### config.mk
export PLATFORM = sky130hd
export DESIGN_NAME = alu_op_decoder
export DESIGN_NICKNAME = d
export VERILOG_FILES = /design/src/rtl/alu_pkg.sv /design/src/rtl/alu_op_encode.sv /design/src/rtl/alu_op_decoder.sv
export SDC_FILE = /design/constraint.sdc
export NUM_CORES = 1
export LEC_CHECK = 0
export BUFFER_PORTS_ARGS = -buffer_cell sky130_fd_sc_hd__buf_4
export CAP_MARGIN = 15
export CORE_ASPECT_RATIO = 0.6
export CORE_MARGIN = 1
export CORE_UTILIZATION = 40
export DETAILED_ROUTE_END_ITERATION = 8
export GPL_ROUTABILITY_DRIVEN = 0
export GPL_TIMING_DRIVEN = 0
export PLACE_DENSITY = 0.74
export SYNTH_ARGS = -nofsm -noshare
export SYNTH_HDL_FRONTEND = slang
export SYNTH_HIERARCHICAL = 1
export SYNTH_SLANG_ARGS = --single-unit
### constraint.sdc
create_clock -name clk -period 2.1 [get_ports clk]
set_clock_uncertainty 0.2 [all_clocks]
set_input_delay 0 -clock clk [delete_from_list [all_inputs] [get_ports clk]]
set_output_delay 0 -clock clk [all_outputs]
set_load 0.005 [all_outputs]
### src/rtl/alu_pkg.sv
// ALU op decoder shared types: op codes, opcodes,
// decoded bundle and buffer state.
package alu_pkg;

   localparam logic [3:0] ALU_ADD  = 4'b0000;
   localparam logic [3:0] ALU_SUB  = 4'b1000;
   localparam logic [3:0] ALU_SLL  = 4'b0001;
   localparam logic [3:0] ALU_SRL  = 4'b0101;
   localparam logic [3:0] ALU_SRA  = 4'b1101;
   localparam logic [3:0] ALU_SLT  = 4'b0010;
   localparam logic [3:0] ALU_SLTU = 4'b0011;
   localparam logic [3:0] ALU_XOR  = 4'b0100;
   localparam logic [3:0] ALU_OR   = 4'b0110;
   localparam logic [3:0] ALU_AND  = 4'b0111;

   localparam logic [6:0] OP     = 7'b0110011;
   localparam logic [6:0] OP_IMM = 7'b0010011;

   localparam logic [6:0] F7_BASE = 7'b0000000;
   localparam logic [6:0] F7_ALT  = 7'b0100000;

   typedef struct packed {
      logic [3:0] alu_op;
      logic       use_imm;
      logic [3:0] imm;
      logic [4:0] rd;
      logic [4:0] rs1;
      logic [4:0] rs2;
      logic       illegal;
   } dec_t;

   typedef enum logic [1:0] {
      EMPTY = 2'd0,
      ONE   = 2'd1,
      TWO   = 2'd2
   } buf_st_t;

   function automatic logic [3:0] alu_code(
      input logic       alt,
      input logic [2:0] f3
   );
      logic [3:0] code;
      code = ALU_ADD;
      unique case ({alt, f3})
         4'b0000: code = ALU_ADD;
         4'b1000: code = ALU_SUB;
         4'b0001: code = ALU_SLL;
         4'b0101: code = ALU_SRL;
         4'b1101: code = ALU_SRA;
         4'b0010: code = ALU_SLT;
         4'b0011: code = ALU_SLTU;
         4'b0100: code = ALU_XOR;
         4'b0110: code = ALU_OR;
         4'b0111: code = ALU_AND;
         default: code = ALU_ADD;
      endcase
      return code;
   endfunction

endpackage

### src/rtl/alu_op_encode.sv
// Combinational RV32I OP / OP-IMM decode of one
// instruction word into an ALU bundle.
module alu_op_encode
   import alu_pkg::*;
(
   input  logic [31:0] instr,
   output dec_t        bundle
);

   logic [6:0] opc;
   logic [6:0] f7;
   logic [2:0] f3;
   logic       is_op;
   logic       is_opi;
   logic       op_ok;
   logic       opi_ok;
   logic       is_sh5;

   assign opc    = instr[6:0];
   assign f3     = instr[14:12];
   assign f7     = instr[31:25];
   assign is_op  = (opc == OP);
   assign is_opi = (opc == OP_IMM);
   assign is_sh5 = (f3 == 3'b101);

   // funct7 alt form only selects SUB/SRA
   assign op_ok = (f7 == F7_BASE) ||
                  ((f7 == F7_ALT) && ((f3 == 3'b000) || is_sh5));

   assign opi_ok = (f3 == 3'b001) ? (f7 == F7_BASE) :
                   is_sh5 ? ((f7 == F7_BASE) || (f7 == F7_ALT)) :
                   1'b1;

   always_comb begin
      bundle     = '0;
      bundle.rd  = instr[11:7];
      bundle.rs1 = instr[19:15];
      bundle.rs2 = instr[24:20];
      bundle.imm = instr[23:20];
      unique case (1'b1)
         (is_op && op_ok): begin
            bundle.alu_op = alu_code(f7[5], f3);
         end
         (is_opi && opi_ok): begin
            bundle.alu_op  = alu_code(f7[5] & is_sh5, f3);
            bundle.use_imm = 1'b1;
         end
         default: begin
            bundle.illegal = 1'b1;
         end
      endcase
   end

endmodule

### src/rtl/alu_op_decoder.sv
// ALU op decoder with a two-entry output buffer
// and a saturating illegal-instruction counter.
module alu_op_decoder
   import alu_pkg::*;
(
   input  logic        clk,
   input  logic        rst,
   input  logic        in_valid,
   output logic        in_ready,
   input  logic [31:0] instr,
   output logic        out_valid,
   input  logic        out_ready,
   output logic [3:0]  alu_op,
   output logic        use_imm,
   output logic [3:0]  imm,
   output logic [4:0]  rd,
   output logic [4:0]  rs1,
   output logic [4:0]  rs2,
   output logic        illegal,
   output logic [7:0]  illegal_cnt
);

   dec_t    dec;
   dec_t    head;
   dec_t    tail;
   buf_st_t state;
   logic    acc;
   logic    con;

   alu_op_encode u_enc (
      .instr  (instr),
      .bundle (dec)
   );

   assign acc = in_valid & in_ready;
   assign con = out_valid & out_ready;

   always_ff @(posedge clk) begin
      if (rst) begin
         state       <= EMPTY;
         head        <= '0;
         tail        <= '0;
         in_ready    <= 1'b1;
         out_valid   <= 1'b0;
         illegal_cnt <= '0;
      end else begin
         if (acc && dec.illegal && (illegal_cnt != 8'hFF))
            illegal_cnt <= illegal_cnt + 8'd1;
         unique case (state)
            EMPTY: begin
               if (acc) begin
                  head      <= dec;
                  state     <= ONE;
                  out_valid <= 1'b1;
               end
            end
            ONE: begin
               if (acc && !con) begin
                  tail     <= dec;
                  state    <= TWO;
                  in_ready <= 1'b0;
               end else if (!acc && con) begin
                  state     <= EMPTY;
                  out_valid <= 1'b0;
               end else if (acc && con) begin
                  head <= dec;
               end
            end
            TWO: begin
               if (con) begin
                  head     <= tail;
                  state    <= ONE;
                  in_ready <= 1'b1;
               end
            end
            default: begin
               state     <= EMPTY;
               in_ready  <= 1'b1;
               out_valid <= 1'b0;
            end
         endcase
      end
   end

   assign alu_op  = head.alu_op;
   assign use_imm = head.use_imm;
   assign imm     = head.imm;
   assign rd      = head.rd;
   assign rs1     = head.rs1;
   assign rs2     = head.rs2;
   assign illegal = head.illegal;

endmodule

==> impl_metrics.env, run 1 <==
export IMPL_cp_arrival_ps=2090
export IMPL_htree_levels=3
export IMPL_hold_path_end="alu_op[3]"
export IMPL_dr_pass1_iters=4
export IMPL_yosys_area_top_type="dfxtp_1"
export IMPL_layout_setup_ws_ps=53.8
export IMPL_clkPwrFrac_pct=40.4
export IMPL_grt_pass1_vias=2716
export IMPL_tritoncts="built"
export IMPL_grt_max_degree=11
export IMPL_clkLatencyLatePin_ps=330
export IMPL_rrSetupSlack_ps=50
export IMPL_grt_pass1_wl_um=13300
export IMPL_fillCellCount=676
export IMPL_vias=2789
export IMPL_setup_violations=0
export IMPL_crit_path_start="in_ready"
export IMPL_syn_area_um2=3060
export IMPL_cp_end_kind="flop"
export IMPL_final_common_cell="buf_4"
export IMPL_drive_gt1_share_pct=31.6
export IMPL_dieHeight_um=69.8
export IMPL_combPwrFrac_pct=19.4
export IMPL_hold_start="instr[13]"
export IMPL_track_usage_pct=21.7
export IMPL_critPathSlowestCell="dfxtp_4"
export IMPL_synth_area_per_cell_um2=8.92
export IMPL_hold_path_class="input pin to flop"
export IMPL_r2r_cells=9
export IMPL_synth_top_cell_area_share_pct=40.6
export IMPL_critical_path_top_delay_family="simple AND/OR/NAND/NOR gates"
export IMPL_drc=0
export IMPL_clkTransAtPathRegs_ps=50
export IMPL_worst_path_most_repeated_cell="buf_6"
export IMPL_yosysUniqueCellTypes=40
export IMPL_ys_ff_latch=62
export IMPL_fin_nets=478
export IMPL_grt_overflow_total=0
export IMPL_postRouteAntennaNets=0
export IMPL_status="complete, no violations"
export IMPL_root_buffer="clkbuf_16"
export IMPL_post_route_min_period_ps=2050
export IMPL_path_cells="nand2_8 -> inv_4 -> ha_1 -> and3_1 -> buf_6 -> or2_1 -> buf_6 -> buf_12 -> a211oi_2"
export IMPL_dp_hpwl_um=5460
export IMPL_p_seq_share_pct=40.2
export IMPL_layout_common_cells="buf_4 (78), dfxtp_1 (60), nand2_1 (57)"
export IMPL_antenna_found_initial=0
export IMPL_dp_cells=501
export IMPL_core_area_um2=7330
export IMPL_multiInputGateArea_um2=1600
export IMPL_hold_ws_ps=57.8
export IMPL_fin_crit_sh_pct=97.4
export IMPL_tightest_slew_ps=784
export IMPL_p_int_uw=2430
export IMPL_synthCells=343
export IMPL_dieArea_um2=8020
export IMPL_fmax_mhz=489
export IMPL_synth_nets=383
export IMPL_maxCapViolations=0
export IMPL_p_leak_uw=0.00186
export IMPL_r2r_start="in_ready"
export IMPL_row_count=24
export IMPL_ys_top_cells_by_area="dfxtp_1 (41%), mux2i_1 (8.5%), a211oi_2 (8.2%)"
export IMPL_power_density_nw_per_um2=779
export IMPL_wire_per_inst_um=15.0
export IMPL_drt_total_wl_um=8200
export IMPL_pre_cts_ws_ps=-240
export IMPL_seq_area_um2=1250
export IMPL_maxSlewViolCount=0
export IMPL_place_port_buffers=54
export IMPL_area_delta_synth_final_pct=39.0
export IMPL_critical_path_max_stage_delay_ps=370
export IMPL_worst_ep_required_time_ps=2140
export IMPL_drt_iter0_drc=111
export IMPL_num_io_pins=71
export IMPL_cp_max_fo=10
export IMPL_synth_warnings=6
export IMPL_worstReg2RegEnd="rs2[4]"
export IMPL_cp_num_buf_inv=4
export IMPL_hold_viol=0
export IMPL_start_kind="flop"
export IMPL_fp_dieW_um=115
export IMPL_p_sw_share_pct=26.8
export IMPL_clk_path_buf_depth=2
export IMPL_power_switching_uw=887
export IMPL_finalPower_uw=3310
export IMPL_ys_seq_area_share_pct=40.6
export IMPL_start_util_pct=41.8
export IMPL_min_path_cells=5
export IMPL_slew_headroom_pct=47.8
export IMPL_fin_cells=547
export IMPL_cts_buffers=9
export IMPL_clock_sinks=62
export IMPL_diodes=0
export IMPL_crit_type="flop to flop"
export IMPL_ir_drop_mv=0.407
export IMPL_vias_per_cell=5.10
## cells in the mapped netlist
cell and instances:
a211oi_1 6, a211oi_2 20, a21o_1 1, a21oi_1 32
a311oi_1 3, a311oi_2 1, a31oi_1 2, and2_1 5
and3_1 3, and4_1 1, and4b_1 1, buf_2 5
buf_4 20, buf_6 4, clkbuf_1 13, dfxtp_1 62
ha_1 4, inv_1 5, mux2i_1 26, nand2_1 59
nand2b_1 4, nand3_1 3, nand3b_1 1, nand4_1 1
nor2_1 14, nor2b_1 1, nor2b_2 1, nor3_1 28
nor3b_1 2, nor4_1 2, nor4_4 1, o21a_1 2
o21ai_0 1, o21bai_1 2, o22ai_2 1, o311a_1 1
o32ai_2 1, or2_1 1, or2_2 1, xor2_1 2
## power by group through the flow
stage | logic, uW | clock network, uW | registers [uW]
finish | 642 | 1340 | 1330
global route | 694 | 1420 | 1340
global placement | 542 | 0 | 1350
detailed placement | 559 | 0 | 1350
floorplan | 341 | 0 | 1340
CTS | 606 | 1360 | 1330
## worst reg2reg max path, delay by kind of cell, from the launching register on
kind	cells	cell delay [ps]
buf+inv	4	460
flops	1	370
simple gates	3	530
fa+ha+maj	1	180
compound gates	1	230
## state kept, by name, summed over array words and instances (netlist names)
register	cells
imm	4
tail	25
in_ready	1
out_valid	1
rs1	5
use_imm	1
illegal_cnt	8
rd	5
alu_op	4
state	2
illegal	1
rs2	5
## cell families after synthesis
kind of cell	Yosys count	synth area share, %
flip-flops	62	40.6
buffers and inverters	47	9.40
AND/OR/NAND/NOR	129	20.0
XOR/XNOR	2	0.572
AO/OA/AOI/OAI	73	19.3
multiplexers	26	8.50
adder cells (fa/ha/maj)	4	1.64
## final cells by class
cell class | instances | area share (%)
inverter | 5 | 0.559
clock inverter | 4 | 0.529
multi-input combinational | 234 | 37.5
buffer | 42 | 6.59
sequential | 62 | 29.4
tap | 104 | 3.06
clock buffer | 12 | 5.79
timing repair buffer | 84 | 16.6
## metrics by stage
| step | instance area [um^2] | setup TNS (ps) | utilization (%) |
|---|---|---|---|
| after floorplan | 3060 | 0 | - |
| after global placement | 3600 | -2440 | 49.1 |
| after detailed placement | 3600 | -3620 | 49.1 |
| after CTS | 4150 | 0 | 56.6 |
| after global routing | 4250 | -7.34 | 58.1 |
| final | 4250 | 0 | 58.1 |
## layer usage
metal	wire [um]	part of all wire, %	track usage (%)
met5	0	0	0
met4	91	1.1	7.50
met3	444	5.4	5.68
met2	3690	45	33.1
met1	3980	48	29.5
## repair_timing
item | in CTS | in global routing
pin swaps | 0 | 4
buffers inserted | 0 | 5
setup endpoints to repair | 35 | 29
endpoints found under the hold margin | 49 | 0
hold buffers | 25 | 0
resized for setup | 13 | 11
## how the worst max path moves through the flow
stage / end / slack (ps) / depth (start not counted)
CTS: rs2[4] / 20 / 10
global route: illegal_cnt[7] / -7 / 10
detailed placement: rs2[4] / -240 / 9
global placement: alu_op[0] / -130 / 9
finish: rs2[4] / 50 / 9
floorplan: alu_op[0] / 80 / 10
(Power assumes the default switching activity.)
==> inputs of run 2 (changes only) <==
--- a/config.mk
+++ b/config.mk
@@ -5,6 +5,7 @@
 export SDC_FILE = /design/constraint.sdc
 export NUM_CORES = 1
 export LEC_CHECK = 0
+export ABC_AREA = 1
 export BUFFER_PORTS_ARGS = -buffer_cell sky130_fd_sc_hd__buf_4
 export CAP_MARGIN = 15
 export CORE_ASPECT_RATIO = 0.6
@@ -13,7 +14,7 @@
 export DETAILED_ROUTE_END_ITERATION = 8
 export GPL_ROUTABILITY_DRIVEN = 0
 export GPL_TIMING_DRIVEN = 0
-export PLACE_DENSITY = 0.74
+export PLACE_DENSITY = 0.7
 export SYNTH_ARGS = -nofsm -noshare
 export SYNTH_HDL_FRONTEND = slang
 export SYNTH_HIERARCHICAL = 1
==> constraint.sdc (replaced) <==
create_clock -name clk -period 2.21 [get_ports clk]
set_clock_uncertainty 0.2 [all_clocks]
set_input_delay 0 -clock clk [delete_from_list [all_inputs] [get_ports clk]]
set_output_delay 0 -clock clk [all_outputs]
set_load 0.005 [all_outputs]
==> run 2 against run 1 <==
Against the previous run: sequential cell count did not move; critical endpoint is now illegal_cnt[7]; synthesized area up 11%; total power grew 22%; sequential share of layout area shrank 1.8 points; register-to-register slack improved by 170 ps; synthesized cell count increased by 52%; design area increased by 5.8%; clock power rose by 23%; setup slack improved by 160 ps.
==> impl_metrics.env, run 2 <==
export IMPL_slew_headroom_pct=65.1
export IMPL_area_delta_synth_final_pct=33.1
export IMPL_dr_pass1_iters=5
export IMPL_grt_pass1_wl_um=15000
export IMPL_grt_pass1_vias=3338
export IMPL_tightest_slew_ps=523
export IMPL_largest_reg_flops=25
export IMPL_rsz0062_at_grt="no"
export IMPL_grt_max_degree=11
export IMPL_cp_end_kind="flop"
export IMPL_clk_path_buf_depth=2
export IMPL_synth_nets=562
export IMPL_antenna_found_initial=0
export IMPL_clkTransAtPathRegs_ps=50
export IMPL_place_port_buffers=55
export IMPL_dp_hpwl_um=6670
export IMPL_crit_type="input pin to flop"
export IMPL_final_common_cell="nand2_1"
export IMPL_dieArea_um2=8840
export IMPL_yosys_area_top_type="dfxtp_1"
export IMPL_cp_num_buf_inv=3
export IMPL_worst_ep_required_time_ps=2280
export IMPL_r2r_cells=10
export IMPL_maxSlewViolCount=0
export IMPL_synth_edf_count=0
export IMPL_drc=0
export IMPL_row_count=25
export IMPL_p_sw_share_pct=28.7
export IMPL_ir_drop_mv=0.581
export IMPL_maxCapViolations=0
export IMPL_seq_area_um2=1240
export IMPL_wire_per_inst_um=12.4
export IMPL_power_switching_uw=1160
export IMPL_clkLatencyLatePin_ps=330
export IMPL_cts_buffers=9
export IMPL_path_cells="dlygate4sd3_1 -> buf_4 -> nand3_1 -> nand2_1 -> nand2_1 -> nand2_2 -> nand2_2 -> nand2_2 -> inv_2 -> nand3_1 -> nor2_1 -> nand2_1 -> nand2_1 -> nand2_1 -> nor2_1"
export IMPL_clkPwrFrac_pct=40.9
export IMPL_fin_tns_setup_ps=0
export IMPL_diodes=0
export IMPL_ys_top_cells_by_area="dfxtp_1 (37%), nand2_1 (18%), nand3_1 (9.6%)"
export IMPL_layout_common_cells="nand2_1 (161), buf_4 (79), nand3_1 (65)"
export IMPL_dieHeight_um=73.2
export IMPL_synth_area_per_cell_um2=6.48
export IMPL_status="complete, no violations"
export IMPL_tritoncts="built"
export IMPL_cp_max_fo=5
export IMPL_fp_dieW_um=121
export IMPL_synth_warnings=6
export IMPL_track_usage_pct=21.9
export IMPL_setup_violations=0
export IMPL_syn_area_um2=3380
export IMPL_critPathSlowestCell="dlygate4sd3_1"
export IMPL_post_cts_resized=0
export IMPL_root_buffer="clkbuf_16"
export IMPL_p_int_uw=2880
export IMPL_power_density_nw_per_um2=897
export IMPL_start_kind="input pin"
export IMPL_fin_cells=723
export IMPL_fillCellCount=798
export IMPL_post_route_min_period_ps=2000
export IMPL_ys_seq_area_share_pct=36.7
export IMPL_synthArstFlopShare_pct=0
export IMPL_core_area_um2=8040
export IMPL_ys_ff_latch=62
export IMPL_vias_per_cell=4.88
export IMPL_cp_num_cells=15
export IMPL_p_leak_uw=0.00217
export IMPL_critical_path_max_stage_delay_ps=560
export IMPL_num_io_pins=71
export IMPL_clock_sinks=62
export IMPL_worst_path_most_repeated_cell="nand2_1"
export IMPL_fin_nets=650
export IMPL_drive_gt1_share_pct=22.1
export IMPL_synth_top_cell_area_share_pct=36.7
export IMPL_ys_top_cells_by_count="nand2_1 (161), nand3_1 (65), dfxtp_1 (62)"
export IMPL_cp_arrival_ps=2070
export IMPL_combPwrFrac_pct=25.1
export IMPL_ys_flop_type="dfxtp_1"
export IMPL_hold_path_class="input pin to flop"
export IMPL_fin_crit_sh_pct=90.5
export IMPL_critical_path_top_delay_family="simple AND/OR/NAND/NOR gates"
export IMPL_hold_viol=0
export IMPL_drt_total_wl_um=8960
export IMPL_dp_cells=685
export IMPL_yosysMostFrequentCell="nand2_1"
export IMPL_yosysUniqueCellTypes=28
export IMPL_largest_register="tail"
export IMPL_postRouteAntennaNets=0
export IMPL_start_util_pct=42.1
export IMPL_reg_top3="tail x25, illegal_cnt x8"
export IMPL_drt_iter0_drc=157
export IMPL_grt_overflow_total=0
export IMPL_fmax_mhz=500
export IMPL_vias=3525
export IMPL_min_path_cells=7
export IMPL_p_seq_share_pct=34.0
export IMPL_htree_levels=3
export IMPL_synthCells=522
export IMPL_multiInputGateArea_um2=1680
-- run 2: cell types whose count changed after synthesis, moves of 6 or more --
cell / previous run / this run
nor2_2: 0 / 6
a21oi_1: 32 / 59
nand2_1: 59 / 161
nand2_2: 0 / 8
mux2i_1: 26 / 0
clkbuf_1: 13 / 6
a211oi_2: 20 / 0
nor2_1: 14 / 45
inv_1: 5 / 41
buf_2: 5 / 15
nand3_1: 3 / 65
inv_2: 0 / 6
nor3_1: 28 / 2
-- run 2: tightest hold or removal path: stages --
cell and delay [ps]:
buf_4 80, nand3b_1 130, nor2_4 60, nand2_4 90, o21ai_2 60, nand2_1 60
a21oi_1 50
-- run 2: what timing repair did --
action                                  4_1_cts  5_1_grt
buffers inserted                              0        0
hold endpoints to repair                     48        0
hold buffers                                 22        0
endpoints found under the setup margin        0        0
-- run 2: metal layers --
layer | vias to the layer above | share of wire [%] | track usage [%]
met1 | 1607 | 50 | 29.3
met4 | 0 | 1.7 | 9.05
met5 | - | 0 | 0
met3 | 14 | 5.8 | 5.47
li1 | 1807 | - | -
met2 | 97 | 43 | 34.0
-- run 2: through the flow --
step	util [%]	setup WS, ps	power, uW	area [um^2]	hold slack, ps
6_report	56.0	211	4040	4500	44.7
3_3_place_gp	48.9	307	2340	3930	62.0
5_1_grt	56.0	33.5	4260	4500	84.8
4_1_cts	56.0	241	4060	4500	40.0
3_5_place_dp	48.9	253	2370	3930	69.4
2_1_floorplan	-	583	1980	3380	1.36
-- run 2: power by group through the flow --
stage               combinational [uW]  sequential (uW)  clock [uW]
floorplan                          606             1380           0
finish                            1010             1370        1650
detailed placement                 980             1390           0
global route                      1140             1380        1730
global placement                   955             1390           0
CTS                               1010             1370        1680
-- run 2: kinds of logic after synthesis --
logic type      share of synthesized area, %
flops                                   36.7
simple gates                            37.9
buf+inv                                 13.7
fa+ha+maj                               1.48
compound gates                          10.2
-- run 2: worst paths after layout --
kind	endpoint	slack [ps]	start
worst min-delay path	tail[21]	40	instr[5]
worst min register to register	tail[0]	260	tail[0]
worst max-delay path	illegal_cnt[7]	210	instr[14]
worst max register to register	alu_op[3]	220	in_ready
-- run 2: area by class of cell --
cell class	instances	area share, %
plain buffers	46	6.25
inverters	48	4.03
repair buffers	77	14.1
multi-input cells	366	37.3
flip-flops and latches	62	27.6
clock inverters	3	2.00
well taps	108	3.00
clock buffers	13	5.78
==> inputs of run 3 (changes only) <==
--- a/config.mk
+++ b/config.mk
@@ -9,12 +9,11 @@
 export BUFFER_PORTS_ARGS = -buffer_cell sky130_fd_sc_hd__buf_4
 export CAP_MARGIN = 15
 export CORE_ASPECT_RATIO = 0.6
-export CORE_MARGIN = 1
-export CORE_UTILIZATION = 40
+export CORE_UTILIZATION = 55
 export DETAILED_ROUTE_END_ITERATION = 8
 export GPL_ROUTABILITY_DRIVEN = 0
 export GPL_TIMING_DRIVEN = 0
-export PLACE_DENSITY = 0.7
+export PLACE_DENSITY = 0.89
 export SYNTH_ARGS = -nofsm -noshare
 export SYNTH_HDL_FRONTEND = slang
 export SYNTH_HIERARCHICAL = 1
==> run 3 against run 2 <==
Against the previous run: utilization rose by 20 points; combinational power barely moved; largest cell class unchanged; critical path type unchanged; register-to-register slack lost 50 ps; critical endpoint is now tail[21]; setup slack lost 54 ps; sequential share of layout area up 0.85 points.
==> impl_metrics.env, run 3 (synthesis gave the netlist of run 2 again) <==
export IMPL_tightest_slew_ps=530
export IMPL_fin_cells=696
export IMPL_p_int_uw=2410
export IMPL_cp_num_buf_inv=6
export IMPL_rsz0062_at_grt="no"
export IMPL_root_buffer="clkbuf_8"
export IMPL_cp_max_fo=5
export IMPL_fp_dieW_um=103
export IMPL_dr_pass1_iters=5
export IMPL_critPathSlowestCell="dlygate4sd3_1"
export IMPL_hold_viol=0
export IMPL_seq_area_um2=1240
export IMPL_clkLatencyLatePin_ps=340
export IMPL_cp_end_kind="flop"
export IMPL_endpoint="tail[21]"
export IMPL_grt_use_met2_pct=50.8
export IMPL_rrSetupSlack_ps=170
export IMPL_p_leak_uw=0.00212
export IMPL_htree_levels=3
export IMPL_drive_gt1_share_pct=22.7
export IMPL_grt_pass1_vias=3483
export IMPL_fillCellCount=426
export IMPL_start_util_pct=58.8
export IMPL_use_met1_pct=37.8
export IMPL_post_route_min_period_ps=2050
export IMPL_vias_per_cell=5.30
export IMPL_clkPwrFrac_pct=32.5
export IMPL_clock_sinks=62
export IMPL_cts_setup_buffers=0
export IMPL_final_common_cell="nand2_1"
export IMPL_track_usage_pct=30.5
export IMPL_slew_headroom_pct=64.6
export IMPL_crit_path_start="instr[30]"
export IMPL_fin_crit_sh_pct=92.9
export IMPL_dieHeight_um=62.8
export IMPL_grt_pass1_wl_um=15300
export IMPL_worst_path_most_repeated_cell="nand2_1"
export IMPL_combPwrFrac_pct=29.0
export IMPL_dpl_cell_area_um2=3900
export IMPL_crit_type="input pin to flop"
export IMPL_hold_path_class="input pin to flop"
export IMPL_fin_nets=651
export IMPL_dieArea_um2=6480
export IMPL_r2r_start="in_ready"
export IMPL_reg_top3="tail x25, illegal_cnt x8"
export IMPL_power_switching_uw=1140
export IMPL_path_cells="dlygate4sd3_1 -> buf_4 -> inv_1 -> nand2_1 -> nor2_2 -> inv_2 -> nand2_2 -> nand2_2 -> inv_2 -> nand2_1 -> o21ai_2 -> dlygate4sd3_1 -> nand2_1 -> a21oi_1"
export IMPL_maxCapViolations=0
export IMPL_r2r_cells=10
export IMPL_drc=0
export IMPL_row_count=21
export IMPL_fmax_mhz=487
export IMPL_num_io_pins=71
export IMPL_design_area_um2=4370
export IMPL_maxSlewViolCount=0
export IMPL_vias=3686
export IMPL_hold_ws_ps=47.9
export IMPL_place_port_buffers=55
export IMPL_drt_iter0_drc=296
export IMPL_grt_max_degree=12
export IMPL_critical_path_top_delay_family="buffers and inverters"
export IMPL_wire_per_inst_um=13.4
export IMPL_grt_use_met3_pct=7.05
export IMPL_p_sw_share_pct=32.1
export IMPL_diodes=0
export IMPL_clkTransAtPathRegs_ps=70
export IMPL_postRouteAntennaNets=0
export IMPL_clk_path_buf_depth=2
export IMPL_setup_violations=0
export IMPL_grt_busiest_layer="met2"
export IMPL_largest_reg_flops=25
export IMPL_worstReg2RegEnd="alu_op[2]"
export IMPL_finalPower_uw=3550
export IMPL_cts_buffers=9
export IMPL_power_density_nw_per_um2=813
export IMPL_start_kind="input pin"
export IMPL_core_area_um2=5750
export IMPL_dp_hpwl_um=6440
export IMPL_critical_path_max_stage_delay_ps=570
export IMPL_cp_arrival_ps=2120
export IMPL_cp_num_cells=14
export IMPL_area_delta_synth_final_pct=29.1
export IMPL_fin_tns_setup_ps=0
export IMPL_antenna_found_initial=0
export IMPL_largest_register="tail"
export IMPL_layout_common_cells="nand2_1 (161), buf_4 (79), nand3_1 (64)"
export IMPL_tritoncts="built"
export IMPL_drt_total_wl_um=9320
export IMPL_dp_cells=657
export IMPL_status="complete, no violations"
export IMPL_grt_overflow_total=0
export IMPL_p_seq_share_pct=38.5
export IMPL_ir_drop_mv=0.426
export IMPL_worst_ep_required_time_ps=2280
export IMPL_multiInputGateArea_um2=1690
[run 3: stage by stage]
| step | utilization (%) | setup WS, ps |
|---|---|---|
| after floorplan | - | 583 |
| after global placement | 67.7 | 383 |
| after detailed placement | 67.7 | 303 |
| after CTS | 75.8 | 186 |
| after global routing | 75.9 | 9.47 |
| final | 75.9 | 157 |
[run 3: routing by layer]
metal  up-vias  wire length [um]
met3        32               736
met2       171              4300
li1       1811                 -
met1      1672              4050
met4         0               236
met5         -                 0
[run 3: cell type report]
cell class / count / area share [%]
multi-input cells: 366 / 38.6
flip-flops and latches: 62 / 28.4
repair buffers: 78 / 14.7
plain buffers: 46 / 6.45
inverters: 48 / 4.15
clock buffers: 11 / 3.47
well taps: 80 / 2.29
clock inverters: 5 / 1.86
[run 3: worst min path at each step]
stage / cells after the start / slack (ps) / start / to
4_1_cts: 7 / 40 / instr[5] / tail[20]
3_3_place_gp: 3 / 60 / instr[21] / tail[17]
3_5_place_dp: 3 / 80 / instr[23] / tail[19]
2_1_floorplan: 3 / 1 / rst / illegal_cnt[7]
6_report: 7 / 50 / instr[5] / tail[20]
5_1_grt: 7 / 90 / instr[5] / tail[20]
[run 3: power by group through the flow]
stage | logic [uW] | clock network (uW) | registers [uW]
after floorplan | 606 | 0 | 1380
after global placement | 937 | 0 | 1380
after detailed placement | 974 | 0 | 1390
after CTS | 1010 | 1150 | 1370
after global routing | 1150 | 1190 | 1380
final | 1030 | 1150 | 1370
[run 3: worst register-to-register path: stages (launching register included)]
cell and delay, ps:
dfxtp_1 350, nand2_1 140, inv_1 90, ha_1 250, nor2_2 130, nand3_1 80, nand2_1 150, buf_2 260
nand3_1 150, nand2_1 90, nor2_1 50
[run 3: what timing repair did]
| item | in CTS | in global routing |
|---|---|---|
| gates resized for setup | 0 | 2 |
| setup endpoints to repair | 0 | 4 |
| hold buffers | 23 | 0 |
| hold endpoints to repair | 48 | 0 |
